[src/rtl/load_store_unit.sv]
// load_store_unit: memory-access stage between execute and the word-addressed
// data memory. Accepts one load/store per valid/ready handshake, rejects
// misaligned or reserved-size requests, drives a word-aligned access with
// byte enables and lane-shifted store data, and returns sign/zero-extended
// load data with the destination tag.
//
// Optional LR/SC support is compiled in when the macro LSU_LRSC_EN is
// defined. It adds the req_lr/req_sc inputs and a one-entry reservation.
module load_store_unit #(
  parameter int WIDTH_ADDR = 32,
  parameter int DATA_WIDTH = 32
) (
  input  logic                  clk,
  input  logic                  rst,
  // request from execute
  input  logic                  req_valid,
  output logic                  req_ready,
  input  logic                  req_we,
  input  logic [1:0]            req_size,
  input  logic                  req_unsigned,
  input  logic [WIDTH_ADDR-1:0] req_addr,
  input  logic [DATA_WIDTH-1:0] req_wdata,
  input  logic [4:0]            req_rd,
`ifdef LSU_LRSC_EN
  input  logic                  req_lr,
  input  logic                  req_sc,
`endif
  // response to writeback
  output logic                  resp_valid,
  output logic [DATA_WIDTH-1:0] resp_rdata,
  output logic [4:0]            resp_rd,
  output logic                  resp_err,
  // data memory
  output logic                  mem_en,
  output logic                  mem_we,
  output logic [3:0]            mem_be,
  output logic [WIDTH_ADDR-1:0] mem_addr,
  output logic [DATA_WIDTH-1:0] mem_wdata,
  input  logic [DATA_WIDTH-1:0] mem_rdata,
  input  logic                  mem_ready
);

  typedef enum logic [1:0] {
    ST_IDLE   = 2'd0,
    ST_ACCESS = 2'd1,
    ST_RESP   = 2'd2
  } state_e;

  localparam logic [1:0] SIZE_B = 2'b00;
  localparam logic [1:0] SIZE_H = 2'b01;
  localparam logic [1:0] SIZE_W = 2'b10;

  // FSM and latched request fields
  state_e                state_q, state_d;
  logic [1:0]            size_q, size_d;
  logic                  uns_q, uns_d;
  logic [1:0]            off_q, off_d;

  // registered outputs
  logic                  mem_en_q, mem_en_d;
  logic                  mem_we_q, mem_we_d;
  logic [3:0]            mem_be_q, mem_be_d;
  logic [WIDTH_ADDR-1:0] mem_addr_q, mem_addr_d;
  logic [DATA_WIDTH-1:0] mem_wdata_q, mem_wdata_d;
  logic                  resp_valid_q, resp_valid_d;
  logic [DATA_WIDTH-1:0] resp_rdata_q, resp_rdata_d;
  logic [4:0]            resp_rd_q, resp_rd_d;
  logic                  resp_err_q, resp_err_d;

  // request decode
  logic                  is_lr;
  logic                  is_sc;
  logic [1:0]            eff_size;
  logic                  eff_we;
  logic                  misaligned;
  logic [3:0]            be_base;
  logic [3:0]            be_shift;
  logic [DATA_WIDTH-1:0] wdata_shift;
  logic [DATA_WIDTH-1:0] rdata_shift;
  logic [DATA_WIDTH-1:0] load_data;

`ifdef LSU_LRSC_EN
  logic                  resv_valid_q, resv_valid_d;
  logic [WIDTH_ADDR-3:0] resv_addr_q, resv_addr_d;
  logic                  resv_match;

  assign is_lr      = req_lr;
  assign is_sc      = req_sc;
  assign resv_match = resv_valid_q && (resv_addr_q == req_addr[WIDTH_ADDR-1:2]);
`else
  assign is_lr = 1'b0;
  assign is_sc = 1'b0;
`endif

  // LR/SC are always word-sized; LR always reads, SC always writes.
  assign eff_size = (is_lr || is_sc) ? SIZE_W : req_size;
  assign eff_we   = is_lr ? 1'b0 : (is_sc ? 1'b1 : req_we);

  // Alignment check and byte-enable base pattern for the effective size.
  always_comb begin
    // NOTE: every combinational output gets a default before the case so no
    // path leaves it unassigned, which would infer a latch.
    misaligned = 1'b1;
    be_base    = 4'b0000;
    case (eff_size)
      SIZE_B: begin
        misaligned = 1'b0;
        be_base    = 4'b0001;
      end
      SIZE_H: begin
        misaligned = req_addr[0];
        be_base    = 4'b0011;
      end
      SIZE_W: begin
        misaligned = (req_addr[1:0] != 2'b00);
        be_base    = 4'b1111;
      end
      default: begin
        misaligned = 1'b1;
        be_base    = 4'b0000;
      end
    endcase
  end

  assign be_shift    = be_base << req_addr[1:0];
  assign wdata_shift = req_wdata << {req_addr[1:0], 3'b000};

  // Load lane extraction: bring the addressed lane down to bit 0, then extend.
  assign rdata_shift = mem_rdata >> {off_q, 3'b000};

  always_comb begin
    load_data = rdata_shift;
    case (size_q)
      SIZE_B: load_data = uns_q ? {{(DATA_WIDTH-8){1'b0}}, rdata_shift[7:0]}
                                : {{(DATA_WIDTH-8){rdata_shift[7]}}, rdata_shift[7:0]};
      SIZE_H: load_data = uns_q ? {{(DATA_WIDTH-16){1'b0}}, rdata_shift[15:0]}
                                : {{(DATA_WIDTH-16){rdata_shift[15]}}, rdata_shift[15:0]};
      default: load_data = rdata_shift;
    endcase
  end

  // Next-state and registered-output logic for the IDLE/ACCESS/RESP sequence.
  always_comb begin
    state_d      = state_q;
    size_d       = size_q;
    uns_d        = uns_q;
    off_d        = off_q;
    mem_en_d     = mem_en_q;
    mem_we_d     = mem_we_q;
    mem_be_d     = mem_be_q;
    mem_addr_d   = mem_addr_q;
    mem_wdata_d  = mem_wdata_q;
    resp_valid_d = resp_valid_q;
    resp_rdata_d = resp_rdata_q;
    resp_rd_d    = resp_rd_q;
    resp_err_d   = resp_err_q;
`ifdef LSU_LRSC_EN
    resv_valid_d = resv_valid_q;
    resv_addr_d  = resv_addr_q;
`endif

    case (state_q)
      ST_IDLE: begin
        if (req_valid) begin
          size_d    = eff_size;
          uns_d     = req_unsigned;
          off_d     = req_addr[1:0];
          resp_rd_d = req_rd;
          if (misaligned) begin
            // rejected without touching memory; reservation left alone
            state_d      = ST_RESP;
            resp_valid_d = 1'b1;
            resp_err_d   = 1'b1;
            resp_rdata_d = '0;
`ifdef LSU_LRSC_EN
          end else if (is_sc && !resv_match) begin
            // failed SC: no access, report 1, reservation dropped
            state_d      = ST_RESP;
            resp_valid_d = 1'b1;
            resp_err_d   = 1'b0;
            resp_rdata_d = {{(DATA_WIDTH-1){1'b0}}, 1'b1};
            resv_valid_d = 1'b0;
`endif
          end else begin
            state_d     = ST_ACCESS;
            mem_en_d    = 1'b1;
            mem_we_d    = eff_we;
            mem_be_d    = eff_we ? be_shift : 4'b0000;
            mem_addr_d  = {req_addr[WIDTH_ADDR-1:2], 2'b00};
            mem_wdata_d = eff_we ? wdata_shift : '0;
`ifdef LSU_LRSC_EN
            if (is_lr) begin
              resv_valid_d = 1'b1;
              resv_addr_d  = req_addr[WIDTH_ADDR-1:2];
            end else if (is_sc) begin
              resv_valid_d = 1'b0;
            end else if (eff_we && resv_match) begin
              resv_valid_d = 1'b0;
            end
`endif
          end
        end
      end

      ST_ACCESS: begin
        // memory-side signals stay frozen until the memory acknowledges
        if (mem_ready) begin
          state_d      = ST_RESP;
          mem_en_d     = 1'b0;
          mem_we_d     = 1'b0;
          mem_be_d     = 4'b0000;
          mem_addr_d   = '0;
          mem_wdata_d  = '0;
          resp_valid_d = 1'b1;
          resp_err_d   = 1'b0;
          resp_rdata_d = mem_we_q ? '0 : load_data;
        end
      end

      ST_RESP: begin
        state_d      = ST_IDLE;
        resp_valid_d = 1'b0;
        resp_rdata_d = '0;
        resp_rd_d    = '0;
        resp_err_d   = 1'b0;
      end

      default: state_d = ST_IDLE;
    endcase
  end

  // State and output registers; reset abandons any in-flight access.
  always_ff @(posedge clk or posedge rst) begin
    // NOTE: sequential state uses non-blocking assignment so every register
    // samples its _d value from before this edge.
    if (rst) begin
      state_q      <= ST_IDLE;
      size_q       <= SIZE_B;
      uns_q        <= 1'b0;
      off_q        <= 2'b00;
      mem_en_q     <= 1'b0;
      mem_we_q     <= 1'b0;
      mem_be_q     <= 4'b0000;
      mem_addr_q   <= '0;
      mem_wdata_q  <= '0;
      resp_valid_q <= 1'b0;
      resp_rdata_q <= '0;
      resp_rd_q    <= '0;
      resp_err_q   <= 1'b0;
    end else begin
      state_q      <= state_d;
      size_q       <= size_d;
      uns_q        <= uns_d;
      off_q        <= off_d;
      mem_en_q     <= mem_en_d;
      mem_we_q     <= mem_we_d;
      mem_be_q     <= mem_be_d;
      mem_addr_q   <= mem_addr_d;
      mem_wdata_q  <= mem_wdata_d;
      resp_valid_q <= resp_valid_d;
      resp_rdata_q <= resp_rdata_d;
      resp_rd_q    <= resp_rd_d;
      resp_err_q   <= resp_err_d;
    end
  end

`ifdef LSU_LRSC_EN
  // Reservation register for LR/SC.
  always_ff @(posedge clk or posedge rst) begin
    if (rst) begin
      resv_valid_q <= 1'b0;
      resv_addr_q  <= '0;
    end else begin
      resv_valid_q <= resv_valid_d;
      resv_addr_q  <= resv_addr_d;
    end
  end
`endif

  assign req_ready  = (state_q == ST_IDLE);
  assign resp_valid = resp_valid_q;
  assign resp_rdata = resp_rdata_q;
  assign resp_rd    = resp_rd_q;
  assign resp_err   = resp_err_q;
  assign mem_en     = mem_en_q;
  assign mem_we     = mem_we_q;
  assign mem_be     = mem_be_q;
  assign mem_addr   = mem_addr_q;
  assign mem_wdata  = mem_wdata_q;

endmodule

[config.mk]
export PLATFORM = sky130hd
export DESIGN_NAME = load_store_unit
export DESIGN_NICKNAME = d
export VERILOG_FILES = /design/src/rtl/load_store_unit.sv
export SDC_FILE = /design/constraint.sdc
export NUM_CORES = 1
export LEC_CHECK = 0
export BUFFER_PORTS_ARGS = -buffer_cell sky130_fd_sc_hd__buf_2
export CORE_MARGIN = 2
export CORE_UTILIZATION = 45
export CTS_CLUSTER_DIAMETER = 40
export CTS_CLUSTER_SIZE = 25
export DETAILED_ROUTE_END_ITERATION = 7
export PLACE_DENSITY_LB_ADDON = 0.08
export SLEW_MARGIN = 10
export SYNTH_ARGS = -nofsm -noshare
export SYNTH_HDL_FRONTEND = slang
export SYNTH_SLANG_ARGS = --single-unit
[constraint.sdc]
create_clock -name clk -period 3 [get_ports clk]
set_input_delay 0.15 -clock clk [delete_from_list [all_inputs] [get_ports clk]]
set_output_delay 0.15 -clock clk [all_outputs]
set_load 0.005 [all_outputs]
After elaboration in Yosys (flattened, before gate mapping)
Cells that the tools add are included.
- word-level logic and storage cells: 78
- register bits: 116
- bits of input ports: 109
- output and inout bits: 110
- reduce and logical (&&, ||, !) cells: 12
- eq/ne operators: 9
- shift operators: 3
- mux-type cells: 41
- operators with widths (kind ; count):
    2-to-1 mux 32 bit ; 12
    case mux 32 bit (2 select lines) ; 3
    case mux 32 bit (3 select lines) ; 1
    << shifter 32 x 5 -> 32 bit ; 1
    >> shifter 32 x 5 -> 32 bit ; 1
    2-to-1 mux 4 bit ; 4
    case mux 4 bit (3 select lines) ; 1
    case mux 5 bit (2 select lines) ; 1
    case mux 1 bit (3 select lines) ; 3
    2-to-1 mux 1 bit ; 8
    case mux 4 bit (2 select lines) ; 1
    AND reduction 4 bit ; 2
    == test 2 x 1 -> 1 bit, second input constant ; 3
    zero test 2 bit ; 3
    2-to-1 mux 2 bit ; 3
    != test 2 bit, second input constant ; 3
    AND reduction 2 bit ; 3
    nonzero test 2 bit ; 3
    2-to-1 mux 5 bit ; 1
    == test 2 bit, second input constant ; 2
    case mux 1 bit (2 select lines) ; 2
    case mux 2 bit (2 select lines) ; 1
    << shifter 4 x 2 -> 4 bit ; 1
    nonzero test 3 bit ; 1
    != test 2 x 1 -> 1 bit, second input constant ; 1

Longest topological paths before layout
- word-level depth: 7
- depth in mapped cells: 9
- mapped depth without buffers: 6

Worst setup path before layout
Ideal clock, no wire load.
- kind: reg2reg
- from: reg state_q[0]
- to: reg resp_rdata_q[16] (netlist: resp_rdata[16])
- buffers on the path: 3
- setup time: 92 ps
- data required time: 2908 ps
- cell stages (with the launch flop): 10
- slack: 889 ps
- arrival time: 2019 ps
- period minus slack after synthesis: 2111 ps
- cells stage by stage: dfrtp_1 inv_1 ha_1 buf_6 nor2b_4 or3_1 or3_1 buf_6 buf_12 o31ai_2
- longest elaborated chain between the ends: 3
- elaborated cells on any way between the ends: 9
- classes of those cells: eq/ne: 5; mux: 1; reduce/logical: 3
- ends and longest elaborated chain (what ; line ; RTL):
    start: declaration ; 54 ; state_e state_q, state_d;
    start signal: assignment ; 251 ; state_q <= state_d;
    zero test 2 bit (*) ; -- ;
    via req_ready ; 17 ; output logic req_ready,
    != test 2 x 1 -> 1 bit (no source line) (tied with other cells) ; -- ;
    AND reduction 4 bit (no source line) ; -- ;
    end signal: assignment ; 261 ; resp_rdata_q <= resp_rdata_d;
    end: declaration ; 66 ; logic [DATA_WIDTH-1:0] resp_rdata_q, resp_rdata_d;
The timed path passes the listed nets; every way through them passes the cells marked *.
A chain may end at the register's enable or synchronous reset.

Final worst setup path
- from: reg state_q[1]
- to: reg resp_rdata_q[28] (netlist: resp_rdata[28])
- longest elaborated chain between the ends: 3
- elaborated cells on any way between the ends: 9
- classes of those cells: eq/ne: 5; mux: 1; reduce/logical: 3
- ends and longest elaborated chain (what ; line ; RTL):
    == test 2 x 1 -> 1 bit (tied with other cells) ; 162 ; case (state_q)
    != test 2 bit (no source line) (tied with other cells) ; -- ;
    AND reduction 4 bit (no source line) ; -- ;
Several ways; a longest one is shown, not always the timed one.

==> out/summary.md <==
The flow ran to the end, and the final reports show no timing, DRC or antenna violations. Synthesized-area fraction occupied by ao, oa, aoi and oai cells: 26.6%. For the worst clock skew on the final layout, the log shows 0.0188 ns. The cell count after synthesis came out at 491. Clock tree synthesis selected as its root buffer the cell clkbuf_16.

In this run, synthesis produced a sequential element count of 114. Clock tree synthesis inserted a total of 17 buffers. For the weighted congestion at the end of routability-driven global placement, the log shows 0.888. The floorplan step set the die height to 116 um.

The logs give 5670 um2 for the cell area after synthesis and 0 for the final-report max-slew violation count. Post-route fraction of the period consumed by the critical path: 80.5%. Derived from the worst setup path, the maximum achievable clock frequency is 0.414 GHz. After detailed routing, the number of vias per cell comes to 5.46. The worst setup path is launched from a flop. Summed negative setup slack over all endpoints: 0 ns. The detailed router finished its first iteration with 307 violations. The number of core rows was 41; the required arrival time at the worst endpoint was 3.29 ns. The largest vdd supply drop was 0.498 mV. Worst setup path category: flop to flop. The part of the power in registers was 33.6%; the post-detailed-route DRC marker count was 0. The tool flagged a number of max-cap violations equal to 0. Setup slack on the worst reg-to-reg path comes out at 0.58 ns.

The post-synthesis xor/xnor area fraction is 0%, and the horizontal extent of the die is 116 um. After clock tree synthesis, the clock-pin slew on the worst setup and hold paths is 0.05 ns. The family with the most delay on the worst path was simple AND/OR/NAND/NOR gates. Setup repair after global routing left no endpoint under its margin. In this run the power density over the cells is 939 nW/um2.

The number of antenna violations at the first check in global routing is 1, and the I/O pin total is 219. The die covers 13500 um2. The tools report the endpoint type of the worst setup path as a flop. The worst min-delay path category is input port to flop.

The final count of hold timing violations was 0. The initial utilization of the core area, before any placement, comes to 45.5%. The worst pin sits at a relative slew slack of 44.3%. After layout, the minimum clock period comes to 2.42 ns.

Per-instance average area after synthesis: 11.5 um2. In the final layout, the share of cells above drive strength 1 is 38.6%. Summed over all layers, the global routing overflow is 0. The switching component of the power was 2.62 mW. The slowest stage of the critical path is the or3_1 cell. Net switching is 35.5% of the power.

Relative to the synthesized area, the layout overhead comes to 39.0%. The total area inside the core boundary comes to 12500 um2. The level count of the clock H-tree was 4; the setup fix buffers added after clock tree synthesis was 0. The final routed wire length divided by cell count came out at 17.9 um. Gates resized during post-CTS repair numbered 0. Entering global routing, the biggest net connects 53 pins.

In the synthesized netlist the async set-or-reset flop fraction comes to 100%. The total length of routed wires was 16500 um. In this run, synthesis inferred 0 flip-flops with an integrated enable. The count of buffer and inverter cells on the critical path was 1.

After the last flow step, the layout net total stands at 855. At the pin with the least slew margin, the transition time is 0.834 ns. Leaving out fill and tap cells, the most frequent cell in the layout is buf_2. Of all nets on the critical path, the largest fanout is 16.

After synthesis, the share of cell area in mux cells is 8.96%. The largest single stage delay on the critical path is 0.64 ns. The detail route stage leaves a number of antenna-violating nets equal to 0. The logs give 4.78 mW for the internal cell power and 24.6% for the overall routing resource usage. In this run, the combinational gates consume 39.7% of the power. TritonCTS built the clock tree. For the static leakage power, the log shows 4.12 nW.

Walking the worst path, the cells encountered are inv_1 > ha_1 > nor2b_1 > or3_1 > or3_1 > o31ai_1. The fraction of the mapped netlist area in adder cells is 1.77%, and the port buffer count is 216. For the half-perimeter wire length of the detailed placement result, the log shows 11300 um. Cell repeated most along the worst path: or3_1.

At the worst endpoint, the arrival time is 2.71 ns. The most used flip-flop cell after synthesis is dfrtp_1. Dominant combinational cell family by area after synthesis: compound AO/OA/AOI/OAI gates.

Across all layers, the routed design uses 5033 vias. After synthesis, flip-flops and latches occupy 50.3% of the total area. For the part of the total power dissipated in the clock network, the log shows 26.7%. The post-synthesis share of cell area spent on and, or, nand and nor gates was 7.70%. The number of sinks driven by the clock tree came out at 114. First-pass GRT wire length: 25400 um. No sink is reached through more buffers than the 2 on the longest clock path.

The logs give 7.40 mW for the total power draw and 0 for the number of inserted diodes. The clock reaches the later pin of the worst-skew pair after 0.41 ns. The Yosys step of the flow raised 0 warnings. The first TritonRoute pass finished after 4 iterations.

In the layout the commonest cells are buf_2 (216), dfrtp_1 (114), a22o_1 (60). Setup violations remaining at the end of the flow were counted as 0. The number of different library cells used by synthesis comes to 48.

The via count of the first global-routing pass is 5005.
## state kept, by name (all words and copies together) (netlist names)
name / count
resp_rd: 5
mem_we: 1
uns_q: 1
mem_en: 1
resp_valid: 1
mem_be: 4
off_q: 2
state_q: 2
resp_err: 1
mem_wdata: 32
resp_rdata: 32
mem_addr: 30
size_q: 2
## repair_timing
item,4_1_cts,5_1_grt
endpoints found under the setup margin,0,0
hold buffers,43,0
hold endpoints to repair,72,0
## Yosys cell counts (7+ instances only)
library cell | instances | area, um2
dfrtp_1 | 114 | 2850
buf_2 | 14 | 70.1
a211o_1 | 16 | 140
mux2i_1 | 35 | 350
mux2_2 | 12 | 135
a22o_1 | 60 | 526
ha_1 | 8 | 100
o21ai_0 | 40 | 200
nor2b_1 | 21 | 131
o21a_1 | 9 | 67.6
a32o_1 | 15 | 150
a21boi_0 | 8 | 60.1
nand2_1 | 27 | 101
o31ai_2 | 10 | 125
clkbuf_1 | 22 | 82.6
inv_1 | 8 | 30.0
a2bb2oi_1 | 7 | 61.3
nor2_1 | 15 | 56.3
## stage by stage
step,cells,cell area (um2),utilization (%),worst slack (ns),hold WS [ns]
2_1_floorplan,492,5680,-,0.889,0.283
3_3_place_gp,848,6870,55.1,0.717,0.298
3_5_place_dp,848,6870,55.1,0.616,0.307
4_1_cts,921,7880,63.2,0.581,0.00789
5_1_grt,921,7880,63.2,0.483,0.00755
6_report,921,7880,63.2,0.584,0.0229
## path summary, 6_finish.rpt
| path | start | endpoint | cells after the start |
|---|---|---|---|
| setup reg to reg | state_q[1] | resp_rdata[28] | 6 |
| hold reg to reg | resp_rdata[2] | resp_rdata[2] | 1 |
| min in group asynchronous | rst | resp_rdata[29] | 3 |
| max in group asynchronous | rst | mem_wdata[13] | 4 |
| setup / recovery | state_q[1] | resp_rdata[28] | 6 |
| hold / removal | req_wdata[2] | mem_wdata[2] | 2 |
## power groups by stage
stage	combinational (mW)	clock [mW]	sequential (mW)
5_1_grt	3.21	2.08	2.56
3_5_place_dp	2.91	0	2.49
4_1_cts	2.95	2.01	2.49
3_3_place_gp	2.84	0	2.49
2_1_floorplan	1.91	0	2.42
6_report	2.94	1.98	2.48
## layout make-up
type,instances,area (um2)
fill,1059,4580
sequential,114,2850
multi-input combinational,325,2560
timing repair buffer,272,1630
clock buffer,25,505
tap,172,215
clock inverter,5,75.1
inverter,8,33.8
## cells by family (layout without fill, tap and decap cells)
logic type / count (synthesis) / after routing
simple gates: 80 / 80
other cells: 1 / 2
mux: 48 / 48
flops: 114 / 114
compound gates: 187 / 187
fa+ha+maj: 8 / 8
buf+inv: 53 / 310
## per-layer routing
layer	share of wire (%)	track usage [%]	vias to the layer above
met5	0.067	0	-
met4	2.5	10.2	2
met3	7.0	8.20	32
met2	49	39.8	196
met1	42	30.3	2467
li1	-	-	2336
Note: power is estimated with default switching activity, not from simulation.
